**src/rtl/pc_pkg.sv**
```systemverilog
// Shared constants and types for the program-counter generator.
//   XLEN_DEFAULT         : default PC/address width
//   RESET_VECTOR_DEFAULT : default PC loaded on reset
//   INSN_STEP            : sequential fetch increment in bytes
//   pc_src_e             : which source feeds the next PC
package pc_pkg;

    localparam int unsigned XLEN_DEFAULT         = 32;
    localparam logic [31:0] RESET_VECTOR_DEFAULT = 32'h0000_0000;
    localparam int unsigned INSN_STEP            = 4;

    typedef enum logic [2:0] {
        PC_TRAP,
        PC_REDIRECT,
        PC_RAS,
        PC_SEQ,
        PC_HOLD
    } pc_src_e;

endpackage

```
**src/rtl/pc_ras.sv**
```systemverilog
// Circular return-address stack.
//   clk, reset  : clock, async active-high reset
//   push, pop   : already qualified push/pop requests
//   flush       : discard all entries (wins over push/pop)
//   push_addr   : return address written on push
//   top_addr_c  : combinational read of the current top entry
//   empty, full : registered occupancy flags
module pc_ras #(
    parameter int unsigned XLEN  = 32,
    parameter int unsigned DEPTH = 4
) (
    input  logic            clk,
    input  logic            reset,
    input  logic            push,
    input  logic            pop,
    input  logic            flush,
    input  logic [XLEN-1:0] push_addr,
    output logic [XLEN-1:0] top_addr_c,
    output logic            empty,
    output logic            full
);

    localparam int unsigned PTR_W = $clog2(DEPTH);
    localparam int unsigned CNT_W = PTR_W + 1;

    logic [XLEN-1:0]  mem_q [DEPTH];
    logic [PTR_W-1:0] top_q, top_d;
    logic [CNT_W-1:0] count_q, count_d;
    logic             empty_q, empty_d;
    logic             full_q, full_d;
    logic             mem_we;
    logic [PTR_W-1:0] mem_widx;

    // Pointer/count update; full stack overwrites the oldest slot by wrapping.
    always_comb begin
        top_d    = top_q;
        count_d  = count_q;
        mem_we   = 1'b0;
        mem_widx = top_q;
        if (flush) begin
            top_d   = '0;
            count_d = '0;
        end else if (push && pop && !empty_q) begin
            // Pop then push: replace the top in place.
            mem_we   = 1'b1;
            mem_widx = top_q;
        end else if (push) begin
            top_d    = top_q + PTR_W'(1);
            mem_we   = 1'b1;
            mem_widx = top_q + PTR_W'(1);
            if (count_q != CNT_W'(DEPTH)) begin
                count_d = count_q + CNT_W'(1);
            end
        end else if (pop && !empty_q) begin
            top_d   = top_q - PTR_W'(1);
            count_d = count_q - CNT_W'(1);
        end
        empty_d = (count_d == '0);
        full_d  = (count_d == CNT_W'(DEPTH));
    end

    always_ff @(posedge clk or posedge reset) begin
        if (reset) begin
            top_q   <= '0;
            count_q <= '0;
            empty_q <= 1'b1;
            full_q  <= 1'b0;
        end else begin
            top_q   <= top_d;
            count_q <= count_d;
            empty_q <= empty_d;
            full_q  <= full_d;
        end
    end

    // Storage is not reset; entries are invisible while the count is zero.
    always_ff @(posedge clk) begin
        if (mem_we) begin
            mem_q[mem_widx] <= push_addr;
        end
    end

    assign top_addr_c = mem_q[top_q];
    assign empty      = empty_q;
    assign full       = full_q;

endmodule

```
**src/rtl/pc_gen.sv**
```systemverilog
// Fetch program-counter generator with trap/redirect override and a
// return-address stack for predicted returns.
//   clk, reset        : clock, async active-high reset
//   pc_en             : advance enable (low = stall)
//   redirect_valid/_target : resolved taken branch/jump
//   trap_valid/trap_vector : trap entry, also flushes the RAS
//   ras_push/_addr    : call detected, push return address
//   ras_pop           : return predicted, next pc from RAS top
//   pc                : registered fetch PC
//   pc_next           : combinational value pc takes at the next edge
//   misaligned        : registered, last trap/redirect target had bits[1:0] != 0
//   ras_empty/ras_full: RAS occupancy flags
module pc_gen
    import pc_pkg::*;
#(
    parameter int unsigned       XLEN         = XLEN_DEFAULT,
    parameter logic [XLEN-1:0]   RESET_VECTOR = XLEN'(RESET_VECTOR_DEFAULT),
    parameter int unsigned       RAS_DEPTH    = 4
) (
    input  logic            clk,
    input  logic            reset,
    input  logic            pc_en,
    input  logic            redirect_valid,
    input  logic [XLEN-1:0] redirect_target,
    input  logic            trap_valid,
    input  logic [XLEN-1:0] trap_vector,
    input  logic            ras_push,
    input  logic [XLEN-1:0] ras_push_addr,
    input  logic            ras_pop,
    output logic [XLEN-1:0] pc,
    output logic [XLEN-1:0] pc_next,
    output logic            misaligned,
    output logic            ras_empty,
    output logic            ras_full
);

    logic [XLEN-1:0] pc_q, pc_d;
    logic            misaligned_q, misaligned_d;
    logic [XLEN-1:0] ras_top;
    logic            seq_ok;
    pc_src_e         src;

    // RAS only moves on an unredirected, enabled fetch; trap flushes it.
    assign seq_ok = pc_en && !trap_valid && !redirect_valid;

    pc_ras #(
        .XLEN  (XLEN),
        .DEPTH (RAS_DEPTH)
    ) u_ras (
        .clk        (clk),
        .reset      (reset),
        .push       (seq_ok && ras_push),
        .pop        (seq_ok && ras_pop),
        .flush      (trap_valid),
        .push_addr  (ras_push_addr),
        .top_addr_c (ras_top),
        .empty      (ras_empty),
        .full       (ras_full)
    );

    // Source select and next-pc mux; control-flow targets are word-aligned.
    always_comb begin
        src          = PC_HOLD;
        pc_d         = pc_q;
        misaligned_d = 1'b0;
        if (trap_valid) begin
            src = PC_TRAP;
        end else if (redirect_valid) begin
            src = PC_REDIRECT;
        end else if (pc_en && ras_pop && !ras_empty) begin
            src = PC_RAS;
        end else if (pc_en) begin
            src = PC_SEQ;
        end
        unique case (src)
            PC_TRAP: begin
                pc_d         = {trap_vector[XLEN-1:2], 2'b00};
                misaligned_d = (trap_vector[1:0] != 2'b00);
            end
            PC_REDIRECT: begin
                pc_d         = {redirect_target[XLEN-1:2], 2'b00};
                misaligned_d = (redirect_target[1:0] != 2'b00);
            end
            PC_RAS:  pc_d = ras_top;
            PC_SEQ:  pc_d = pc_q + XLEN'(INSN_STEP);
            default: pc_d = pc_q;
        endcase
    end

    always_ff @(posedge clk or posedge reset) begin
        if (reset) begin
            pc_q         <= RESET_VECTOR;
            misaligned_q <= 1'b0;
        end else begin
            pc_q         <= pc_d;
            misaligned_q <= misaligned_d;
        end
    end

    assign pc         = pc_q;
    assign pc_next    = pc_d;
    assign misaligned = misaligned_q;

endmodule
```
**config.mk**
```make
export PLATFORM = sky130hd
export DESIGN_NAME = pc_gen
export DESIGN_NICKNAME = d
export VERILOG_FILES = /design/src/rtl/pc_pkg.sv /design/src/rtl/pc_ras.sv /design/src/rtl/pc_gen.sv
export SDC_FILE = /design/constraint.sdc
export NUM_CORES = 1
export LEC_CHECK = 0
export ABC_AREA = 1
export CAP_MARGIN = 5
export CORE_MARGIN = 2
export CORE_UTILIZATION = 25
export CTS_BUF_LIST = sky130_fd_sc_hd__clkbuf_16
export DETAILED_ROUTE_END_ITERATION = 10
export PLACE_DENSITY = 0.51
export SLEW_MARGIN = 20
export SYNTH_ARGS = -nofsm -noshare
export SYNTH_HDL_FRONTEND = slang
export SYNTH_SLANG_ARGS = --single-unit
```
**constraint.sdc**
```tcl
create_clock -name clk -period 2.9 [get_ports clk]
set_input_delay 0.58 -clock clk [delete_from_list [all_inputs] [get_ports clk]]
set_output_delay 0.58 -clock clk [all_outputs]
set_load 0.05 [all_outputs]
```
==> impl_metrics.py, run 1 <==
metrics = {
    "worst_setup_path": {
        "end_kind": "output port",
        "rr_worst_depth": 10,
        "required_ps": 2320,
        "crit_start": "redirect_valid",
        "arrival_ps": 2270,
        "r2r_end": "u_ras.mem_q[1][21]",
        "crit_path_max_fanout": 20,
        "start_kind": "input port",
        "r2r_slack_ps": 690,
        "cp-endpoint": "pc_next[1]",
        "critPathKind": "input port to output port",
        "r2r-start": "u_ras.top_q[1]",
    },
    "die": {
        "num_rows": 64,
        "dieWidth_um": 181,
        "io_pins": 170,
        "start_util_pct": 25.5,
        "die_area_sq_mm": 0.0329,
        "die_height_um": 181,
        "core-area_sq_mm": 0.0308,
    },
    "logic_synthesis": {
        "syn_nets": 939,
        "synthDominantCellAreaShare_pct": 48.8,
        "synth-seq-cells": 168,
        "ys_async_sr_fraction_pct": 23.8,
        "synth_top_area_cell": "edfxtp_1",
        "synth_edf_count": 128,
        "synth_top_flop_cell": "edfxtp_1",
        "yosysWarnings": 0,
        "yosysSeqAreaShare_pct": 61.6,
        "synth_area_leaders": "edfxtp_1 (49%), nand2_1 (15%), dfrtp_1 (12%)",
        "syn_area_sq_mm": 0.00787,
        "syn_area_per_cell_sq_um": 9.46,
        "synth_cell_types": 30,
        "synth_cells": 832,
    },
    "detailed_routing": {
        "drt-total-wl_mm": 27.3,
        "first_pass_iters": 5,
        "wl_per_cell_um": 18.5,
        "drt_iter0_drc": 375,
        "vias": 6734,
        "remaining_drc_errors": 0,
        "antenna_left": 0,
        "vias_per_cell": 4.57,
    },
    "status": {
        "outcome": "completed",
    },
    "grt": {
        "grt_first_pass_wirelength_mm": 41.4,
        "grt.overflow.total": 0,
        "grt_pass1_vias": 6712,
        "antenna_found_initial": 2,
        "grt_max_degree": 41,
        "track_usage_pct": 16.8,
    },
    "sta": {
        "min_period_over_period_pct": 98.2,
        "worst_pin_slew_ps": 666,
        "drv_slew": 0,
        "max_freq_mhz": 351,
        "hold_viol": 0,
        "timing.hold.ws_ps": 613,
        "min_period_ps": 2850,
        "slew_headroom_pct": 55.5,
        "setup_viol": 0,
        "fin_worst_skew_ps": 17.3,
        "rsz0062_at_grt": "true",
    },
    "placement": {
        "finalWeightedCongestion": 0.890,
        "io_buffers": 169,
        "hpwlAfterDp_mm": 20.3,
        "dp.cells": 1429,
    },
    "power": {
        "ir_drop_mv": 0.359,
        "p_per_area_mw_per_mm2": 566,
        "p_leak_nw": 4.54,
    },
    "clock_network": {
        "clock_sink_count": 168,
        "cts_buffers": 17,
        "cts_hold_buf": 0,
        "cts_root_buf": "clkbuf_16",
        "h-tree-depth": 4,
        "cts.clk_slew.worst_paths_ps": 70,
        "cts_tree": "done",
        "clockBufferDepth": 2,
        "clk_latency_ps": 430,
    },
    "layout": {
        "nFillCells": 3038,
        "layout_common_cells": "nand2_1 (308), clkdlybuf4s50_1 (136), edfxtp_1 (128)",
        "diodes": 0,
        "fin_cells": 1475,
        "final_common_cell": "nand2_1",
        "fin_nets": 1174,
        "final_core_util_pct": 38.1,
        "drive_gt1_share_pct": 18.5,
        "area_growth_pct": 49.1,
    },
    "run": {
        "drv_cap": 0,
    },
    "hold_path": {
        "holdCritPathClass": "register to register",
        "hold_path_depth": 2,
    },
}
==> per-stage QoR <==
| step | setup WS [ps] | setup TNS [ps] | power [mW] | cell area (sq um) |
|---|---|---|---|---|
| 2_1_floorplan | -319 | -26800 | 3.51 | 7870 |
| 3_3_place_gp | -124 | -405 | 4.30 | 10800 |
| 3_5_place_dp | -138 | -421 | 4.30 | 10800 |
| 4_1_cts | -6.97 | -6.97 | 6.67 | 11600 |
| 5_1_grt | -18.8 | -80.8 | 6.90 | 11700 |
| 6_report | 51.9 | 0 | 6.64 | 11700 |
==> synth_stat cells, types with 4 or more instances <==
| master | n |
|---|---|
| nor2_2 | 5 |
| a22o_1 | 26 |
| clkbuf_1 | 14 |
| nand2_1 | 314 |
| or2_2 | 5 |
| ha_1 | 4 |
| nor2_1 | 63 |
| o21ai_0 | 10 |
| edfxtp_1 | 128 |
| nand4_1 | 59 |
| nand3_1 | 47 |
| a21oi_1 | 7 |
| inv_1 | 74 |
| dfrtp_1 | 39 |
| buf_2 | 12 |
==> state kept, by name, indices dropped and copies added (netlist names) <==
name	count
u_ras.count_q	3
u_ras.mem_q	128
misaligned	1
u_ras.full	1
u_ras.top_q	2
pc	32
u_ras.empty	1
==> timing repair <==
item                                    CTS  global route
cloned                                    0             0
pin swaps                                 0             6
setup buffers                             9             6
endpoints found under the setup margin   32            31
resized for setup                        20            37
==> logic make-up after synthesis <==
logic type	after synthesis	share of synthesized area, %
flip-flops	168	61.6
AND/OR/NAND/NOR	504	27.7
adder cells (fa/ha/maj)	4	0.636
XOR/XNOR	1	0.111
AO/OA/AOI/OAI	52	4.77
buffers and inverters	103	5.20
==> routing by layer <==
| layer | up-vias | GRT usage (%) | routed length (um) |
|---|---|---|---|
| li1 | 3296 | - | - |
| met1 | 3215 | 22.3 | 12200 |
| met2 | 190 | 27.8 | 13200 |
| met3 | 31 | 3.43 | 1360 |
| met4 | 2 | 5.07 | 490 |
| met5 | - | 0 | 16 |
==> layout make-up <==
type	count	area, sq um	share of cell area (%)
multi-input cells	561	2760	23.5
flip-flops and latches	168	4850	41.4
repair buffers	243	2730	23.2
clock inverters	14	178	1.51
inverters	76	300	2.56
clock buffers	17	425	3.62
well taps	396	495	4.22
==> worst min-delay path by stage <==
| stage | from | endpoint | slack [ps] |
|---|---|---|---|
| after global placement | u_ras.top_q[1] | u_ras.top_q[1] | 530 |
| after detailed placement | u_ras.top_q[1] | u_ras.top_q[1] | 530 |
| final | u_ras.top_q[1] | u_ras.top_q[1] | 610 |
| after floorplan | u_ras.top_q[1] | u_ras.top_q[1] | 500 |
| after global routing | u_ras.top_q[1] | u_ras.top_q[1] | 640 |
| after CTS | u_ras.top_q[1] | u_ras.top_q[1] | 550 |
==> critical path, cell delays in order <==
cell and delay [ps]:
clkdlybuf4s50_1 550, nor2_4 70, nand2_4 110, nor2_4 50, buf_12 140, buf_12 160
buf_4 130, o21ai_0 170, nand2_1 130, buf_12 170
==> power breakdown <==
| group | leakage (nW) | internal [mW] | total [mW] | switching (mW) |
|---|---|---|---|---|
| Combinational | 2.61 | 0.650 | 1.56 | 0.907 |
| Clock | 0.292 | 1.24 | 2.32 | 1.08 |
| Sequential | 1.64 | 2.67 | 2.77 | 0.0979 |
| Total | 4.54 | 4.56 | 6.64 | 2.08 |
Note: power is estimated with default switching activity, not from simulation.
==> run 2: changes to the inputs <==
Settings changed: GPL_TIMING_DRIVEN set to 0.
==> run 2 against run 1 <==
Effect of this change:
- worst hold slack lost 160 ps
- clock power is essentially flat
- core utilization down 2.2 points
- flip-flop and latch count did not move
==> impl_metrics.py, run 2 (synthesis results as in run 1) <==
metrics = {
    "status": {
        "outcome": "completed",
    },
    "worst_setup_path": {
        "start_kind": "input port",
        "rr_worst_depth": 10,
        "required_ps": 2320,
        "crit_path_max_fanout": 10,
        "arrival_ps": 2310,
        "cp_num_cells": 7,
        "slowest_stage": "clkdlybuf4s50_1",
        "critPathKind": "input port to output port",
        "worst_path_largest_cell_delay_ps": 550,
        "crit_chain": "clkdlybuf4s50_1 > nand2_4 > nor2_4 > buf_4 > nand2_1 > nand4_1 > buf_6",
        "path_delay_family": "buffers and inverters",
        "end_kind": "output port",
        "cp.buffers_inverters": 3,
    },
    "run": {
        "drv_cap": 0,
    },
    "sta": {
        "min_period_ps": 2890,
        "setup_viol": 0,
        "timing.hold.ws_ps": 456,
        "drv_slew": 0,
        "rsz0062_at_grt": "true",
        "fin_worst_skew_ps": 15.3,
        "slew_headroom_pct": 33.6,
        "max_freq_mhz": 346,
        "min_period_over_period_pct": 99.6,
        "hold_viol": 0,
        "worst_pin_slew_ps": 996,
    },
    "layout": {
        "area_growth_pct": 40.4,
        "largest_register_ffs": 128,
        "fin_cells": 1445,
        "fin_nets": 1143,
        "seqCellArea_sq_mm": 0.00485,
        "design_area_sq_mm": 0.0110,
        "layout_common_cells": "nand2_1 (310), clkdlybuf4s50_1 (135), edfxtp_1 (128)",
        "nFillCells": 3131,
        "drive_gt1_share_pct": 15.0,
        "regMostFlops": "u_ras.mem_q",
        "multiInputGateArea_sq_mm": 0.00274,
        "final_common_cell": "nand2_1",
    },
    "detailed_routing": {
        "antenna_left": 0,
        "top_layer": "met4",
        "vias_per_cell": 4.52,
        "first_pass_iters": 6,
        "wl_per_cell_um": 18.7,
        "remaining_drc_errors": 0,
        "wl_met1_mm": 11.7,
        "drt-total-wl_mm": 27.0,
        "drt_iter0_drc": 487,
        "vias": 6526,
        "wl_met2_mm": 12.8,
        "met3_length_mm": 1.63,
    },
    "grt": {
        "track_usage_pct": 16.6,
        "grt_first_pass_wirelength_mm": 40.0,
        "grt_max_degree": 28,
        "grt_pass1_vias": 6566,
        "grt.overflow.total": 0,
        "antenna_found_initial": 1,
    },
    "placement": {
        "dp.cells": 1403,
        "finalWeightedCongestion": 0.849,
        "hpwlAfterDp_mm": 20.1,
        "io_buffers": 168,
        "post_dp_cell_area_sq_mm": 0.0103,
    },
    "die": {
        "die_area_sq_mm": 0.0329,
        "num_rows": 64,
        "start_util_pct": 25.5,
        "io_pins": 170,
        "core-area_sq_mm": 0.0308,
        "dieWidth_um": 181,
        "die_height_um": 181,
    },
    "clock_network": {
        "cts_tree": "done",
        "cts_buffers": 17,
        "cts_root_buf": "clkbuf_16",
        "h-tree-depth": 4,
        "cts.clk_slew.worst_paths_ps": 70,
        "clockBufferDepth": 2,
        "clock_sink_count": 168,
        "clk_latency_ps": 440,
    },
    "hold_path": {
        "holdCritPathClass": "input port to asynchronous set/reset pin",
    },
    "power": {
        "p_leak_nw": 4.28,
        "p_per_area_mw_per_mm2": 578,
        "ir_drop_mv": 0.429,
    },
}
run 2: cell count changes in the layout (fill, tap and decap cells not counted), moves of 5 or more:
cell      change
buf_12       -43
buf_16        +6
buf_2         +5
buf_4        -24
buf_6         +7
clkbuf_2      +6
clkbuf_4     +10
run 2: final timing paths:
path | slack (ps) | start | end
worst max-delay path | 10 | pc_en | pc_next[20]
worst min register to register | 550 | u_ras.top_q[1] | u_ras.top_q[1]
worst max register to register | 460 | u_ras.empty | u_ras.mem_q[3][10]
min in group clk | 500 | trap_valid | u_ras.full
worst min-delay path | 460 | reset | pc[6]
max in group asynchronous | 1870 | reset | u_ras.empty
run 2: power by group:
group	total [mW]	internal [mW]	switching, mW
sequential	2.78	2.67	0.108
combinational	1.29	0.451	0.839
clock	2.31	1.24	1.08
run 2: cell type report:
class | instances | share of cell area (%)
Inverter | 76 | 2.60
Multi-Input combinational cell | 561 | 24.8
Antenna cell | 1 | 0.0226
Sequential cell | 168 | 43.9
Clock buffer | 17 | 3.85
Buffer | 27 | 1.74
Timing Repair Buffer | 185 | 17.0
Tap cell | 396 | 4.48
Clock inverter | 14 | 1.65
run 2: metal layers:
metal  up-vias  global-route usage (%)
li1       3218                       -
met1      3068                    21.3
met2       205                    27.5
met3        35                    3.33
met4         0                    6.76
met5         -                       0
run 2: worst register-to-register path, stage by stage (launching register included):
cell and delay, ps:
dfstp_2 560, nor2_4 50, inv_2 100, nand2_2 70, inv_1 70, o21ai_1 70, o21ai_1 280, inv_1 200
nor2_4 360, buf_16 220, buf_16 170
run 2: per-stage QoR:
stage | TNS (ps) | setup WS [ps] | util [%] | power [mW]
floorplan | -26800 | -319 | - | 3.51
global placement | -276170 | -2240 | 32.6 | 4.08
detailed placement | -65350 | -1030 | 33.3 | 4.10
CTS | 0 | 0.966 | 35.4 | 6.41
global route | -80.7 | -21.6 | 35.8 | 6.62
finish | 0 | 11.0 | 35.8 | 6.38
run 2: timing repair:
item | 4_1_cts | 5_1_grt
pin swaps | 3 | 4
buffers inserted | 6 | 4
setup endpoints to repair | 45 | 58
gates resized for setup | 235 | 48
hold buffers | 0 | 0
==> run 3: changes to the inputs <==
--- a/config.mk
+++ b/config.mk
@@ -9,3 +9,2 @@
 export CAP_MARGIN = 5
-export CORE_MARGIN = 2
 export CORE_UTILIZATION = 25
==> constraint.sdc (replaced) <==
create_clock -name clk -period 2.9 [get_ports clk]
set_input_delay 0.29 -clock clk [delete_from_list [all_inputs] [get_ports clk]]
set_output_delay 0.29 -clock clk [all_outputs]
set_load 0.05 [all_outputs]
==> run 3 against run 2 <==
Effect of this change:
- the run now ends with DRC left
- core utilization fell by 0.59 points
- clock skew fell by 1.7 ps
- first-iteration DRC count fell by 21%
- worst setup slack improved by 110 ps
==> impl_metrics.py, run 3 (synthesis results as in run 1) <==
metrics = {
    "placement": {
        "io_buffers": 168,
        "place_ws_ps": -448,
        "hpwlAfterDp_mm": 19.6,
        "post_dp_cell_area_sq_mm": 0.0102,
        "finalWeightedCongestion": 0.910,
        "dp.cells": 1402,
    },
    "worst_setup_path": {
        "required_ps": 2610,
        "slowest_stage": "dfrtp_1",
        "crit_chain": "inv_1 > nand2_1 > inv_1 > clkbuf_4 > nand2_1 > nand4_1 > nand2_1 > o21ai_1 > nor2_1 > nand2_1 > clkdlybuf4s15_2",
        "r2r-start": "u_ras.empty",
        "end_kind": "output port",
        "r2r_end": "u_ras.mem_q[2][8]",
        "cp-endpoint": "pc_next[8]",
        "worst_path_largest_cell_delay_ps": 420,
        "critPathKind": "register to output port",
        "arrival_ps": 2490,
        "crit_path_max_fanout": 10,
        "crit_start": "u_ras.top_q[0]",
        "start_kind": "register",
        "r2r_slack_ps": 200,
        "rr_worst_depth": 9,
        "worst_path_most_repeated_cell": "nand2_1",
    },
    "layout": {
        "drive_gt1_share_pct": 11.7,
        "nFillCells": 3163,
        "design_area_sq_mm": 0.0108,
        "largest_register_ffs": 128,
        "fin_cells": 1434,
        "layout_common_cells": "nand2_1 (314), clkdlybuf4s50_1 (136), edfxtp_1 (128)",
        "diodes": 0,
        "final_core_util_pct": 35.2,
        "area_growth_pct": 37.7,
        "regMostFlops": "u_ras.mem_q",
        "fin_nets": 1132,
        "final_common_cell": "nand2_1",
    },
    "detailed_routing": {
        "drt_iter0_drc": 386,
        "first_pass_iters": 8,
        "antenna_left": 0,
        "remaining_drc_errors": 24,
        "wl_per_cell_um": 18.4,
        "vias": 6497,
        "vias_per_cell": 4.53,
        "drt-total-wl_mm": 26.3,
    },
    "sta": {
        "drv_slew": 0,
        "max_freq_mhz": 360,
        "min_period_ps": 2780,
        "min_period_over_period_pct": 95.8,
        "fin_worst_skew_ps": 13.6,
        "setup_viol": 0,
        "timing.hold.ws_ps": 142,
        "worst_pin_slew_ps": 958,
        "rsz0062_at_grt": "true",
        "fin_ws_ps": 121,
        "hold_viol": 0,
        "slew_headroom_pct": 36.2,
    },
    "die": {
        "dieWidth_um": 179,
        "die_area_sq_mm": 0.0322,
        "num_rows": 64,
        "start_util_pct": 25.6,
        "core-area_sq_mm": 0.0307,
        "io_pins": 170,
        "die_height_um": 179,
    },
    "clock_network": {
        "postCtsSetupBuffers": 0,
        "cts_buffers": 17,
        "cts.clk_slew.worst_paths_ps": 80,
        "h-tree-depth": 4,
        "clockBufferDepth": 2,
        "cts_tree": "done",
        "cts_root_buf": "clkbuf_16",
        "clk_latency_ps": 440,
        "cts_hold_buf": 0,
        "clock_sink_count": 168,
    },
    "grt": {
        "grt_first_pass_wirelength_mm": 39.4,
        "antenna_found_initial": 1,
        "grt_pass1_vias": 6517,
        "grt_max_degree": 28,
        "grt.overflow.total": 0,
        "track_usage_pct": 16.5,
    },
    "hold_path": {
        "holdCritPathClass": "input port to asynchronous set/reset pin",
    },
    "power": {
        "swShare_pct": 31.6,
        "p_per_area_mw_per_mm2": 584,
        "ir_drop_mv": 0.452,
        "p_switching_mw": 2.00,
        "seqPwrFrac_pct": 43.9,
        "p_leak_nw": 4.17,
        "power_frac_comb_pct": 19.6,
        "p_int_mw": 4.33,
        "pwr-share-clk_pct": 36.5,
    },
    "status": {
        "outcome": "finished, violations left",
        "violations": "DRC",
    },
    "run": {
        "drv_cap": 0,
    },
}
==> run 3: cell types whose count changed in the layout (fill, tap and decap cells not counted), sizes merged <==
cell | previous run | this run
dlymetal6s2s | 1 | 0
buf | 57 | 25
clkinvlp | 1 | 0
diode | 1 | 0
clkdlybuf4s15 | 0 | 20
clkbuf | 36 | 37
clkdlybuf4s50 | 135 | 136
inv | 82 | 84
==> run 3: layout make-up <==
| cell class | instances | area (sq um) | area share, % |
|---|---|---|---|
| flip-flops and latches | 168 | 4850 | 44.7 |
| repair buffers | 174 | 1790 | 16.5 |
| clock inverters | 15 | 180 | 1.66 |
| well taps | 396 | 495 | 4.57 |
| clock buffers | 17 | 425 | 3.92 |
| multi-input cells | 561 | 2670 | 24.6 |
| plain buffers | 27 | 145 | 1.34 |
| inverters | 76 | 288 | 2.65 |
==> run 3: layer usage <==
layer  part of all wire [%]  track usage (%)  vias up  wire [um]
met2                     48             28.1      184      12800
met3                    5.4             3.53       26       1410
met5                  0.053                0        -         14
met1                     44             20.8     3086      11600
met4                    2.2             5.41        2        580
li1                       -                -     3199          -
==> run 3: how the worst min path moves through the flow <==
stage,startpoint,to,slack (ps),depth (start not counted)
after floorplan,ras_push_addr[0],u_ras.mem_q[0][0],390,0
after global placement,u_ras.top_q[1],u_ras.top_q[1],520,2
after detailed placement,u_ras.top_q[1],u_ras.top_q[1],540,2
after CTS,reset,misaligned,160,2
after global routing,reset,misaligned,180,2
final,reset,misaligned,140,2
==> run 3: repair_timing <==
action | 4_1_cts | 5_1_grt
resized for setup | 104 | 40
endpoints found under the setup margin | 32 | 44
pin swaps | 0 | 0
==> run 3: metrics by stage <==
stage | total power, mW | setup TNS, ps
floorplan | 3.51 | -22230
global placement | 4.08 | -218960
detailed placement | 4.10 | -20780
CTS | 6.38 | 0
global route | 6.56 | -48.7
finish | 6.33 | 0
==> run 3: worst max-delay path, delay by kind of cell, from the launching register on <==
kind / cells / cell delay (ps)
and+or+nand+nor: 6 / 520
AOI/OAI and AO/OA: 1 / 150
buffers and inverters: 4 / 960
DFF: 1 / 420
==> run 3: power by group through the flow <==
stage               combinational (mW)  sequential (mW)  clock (mW)
detailed placement                1.27             2.83           0
floorplan                        0.536             2.97           0
global route                      1.32             2.79        2.45
global placement                  1.25             2.83           0
CTS                               1.26             2.78        2.34
finish                            1.24             2.78        2.31
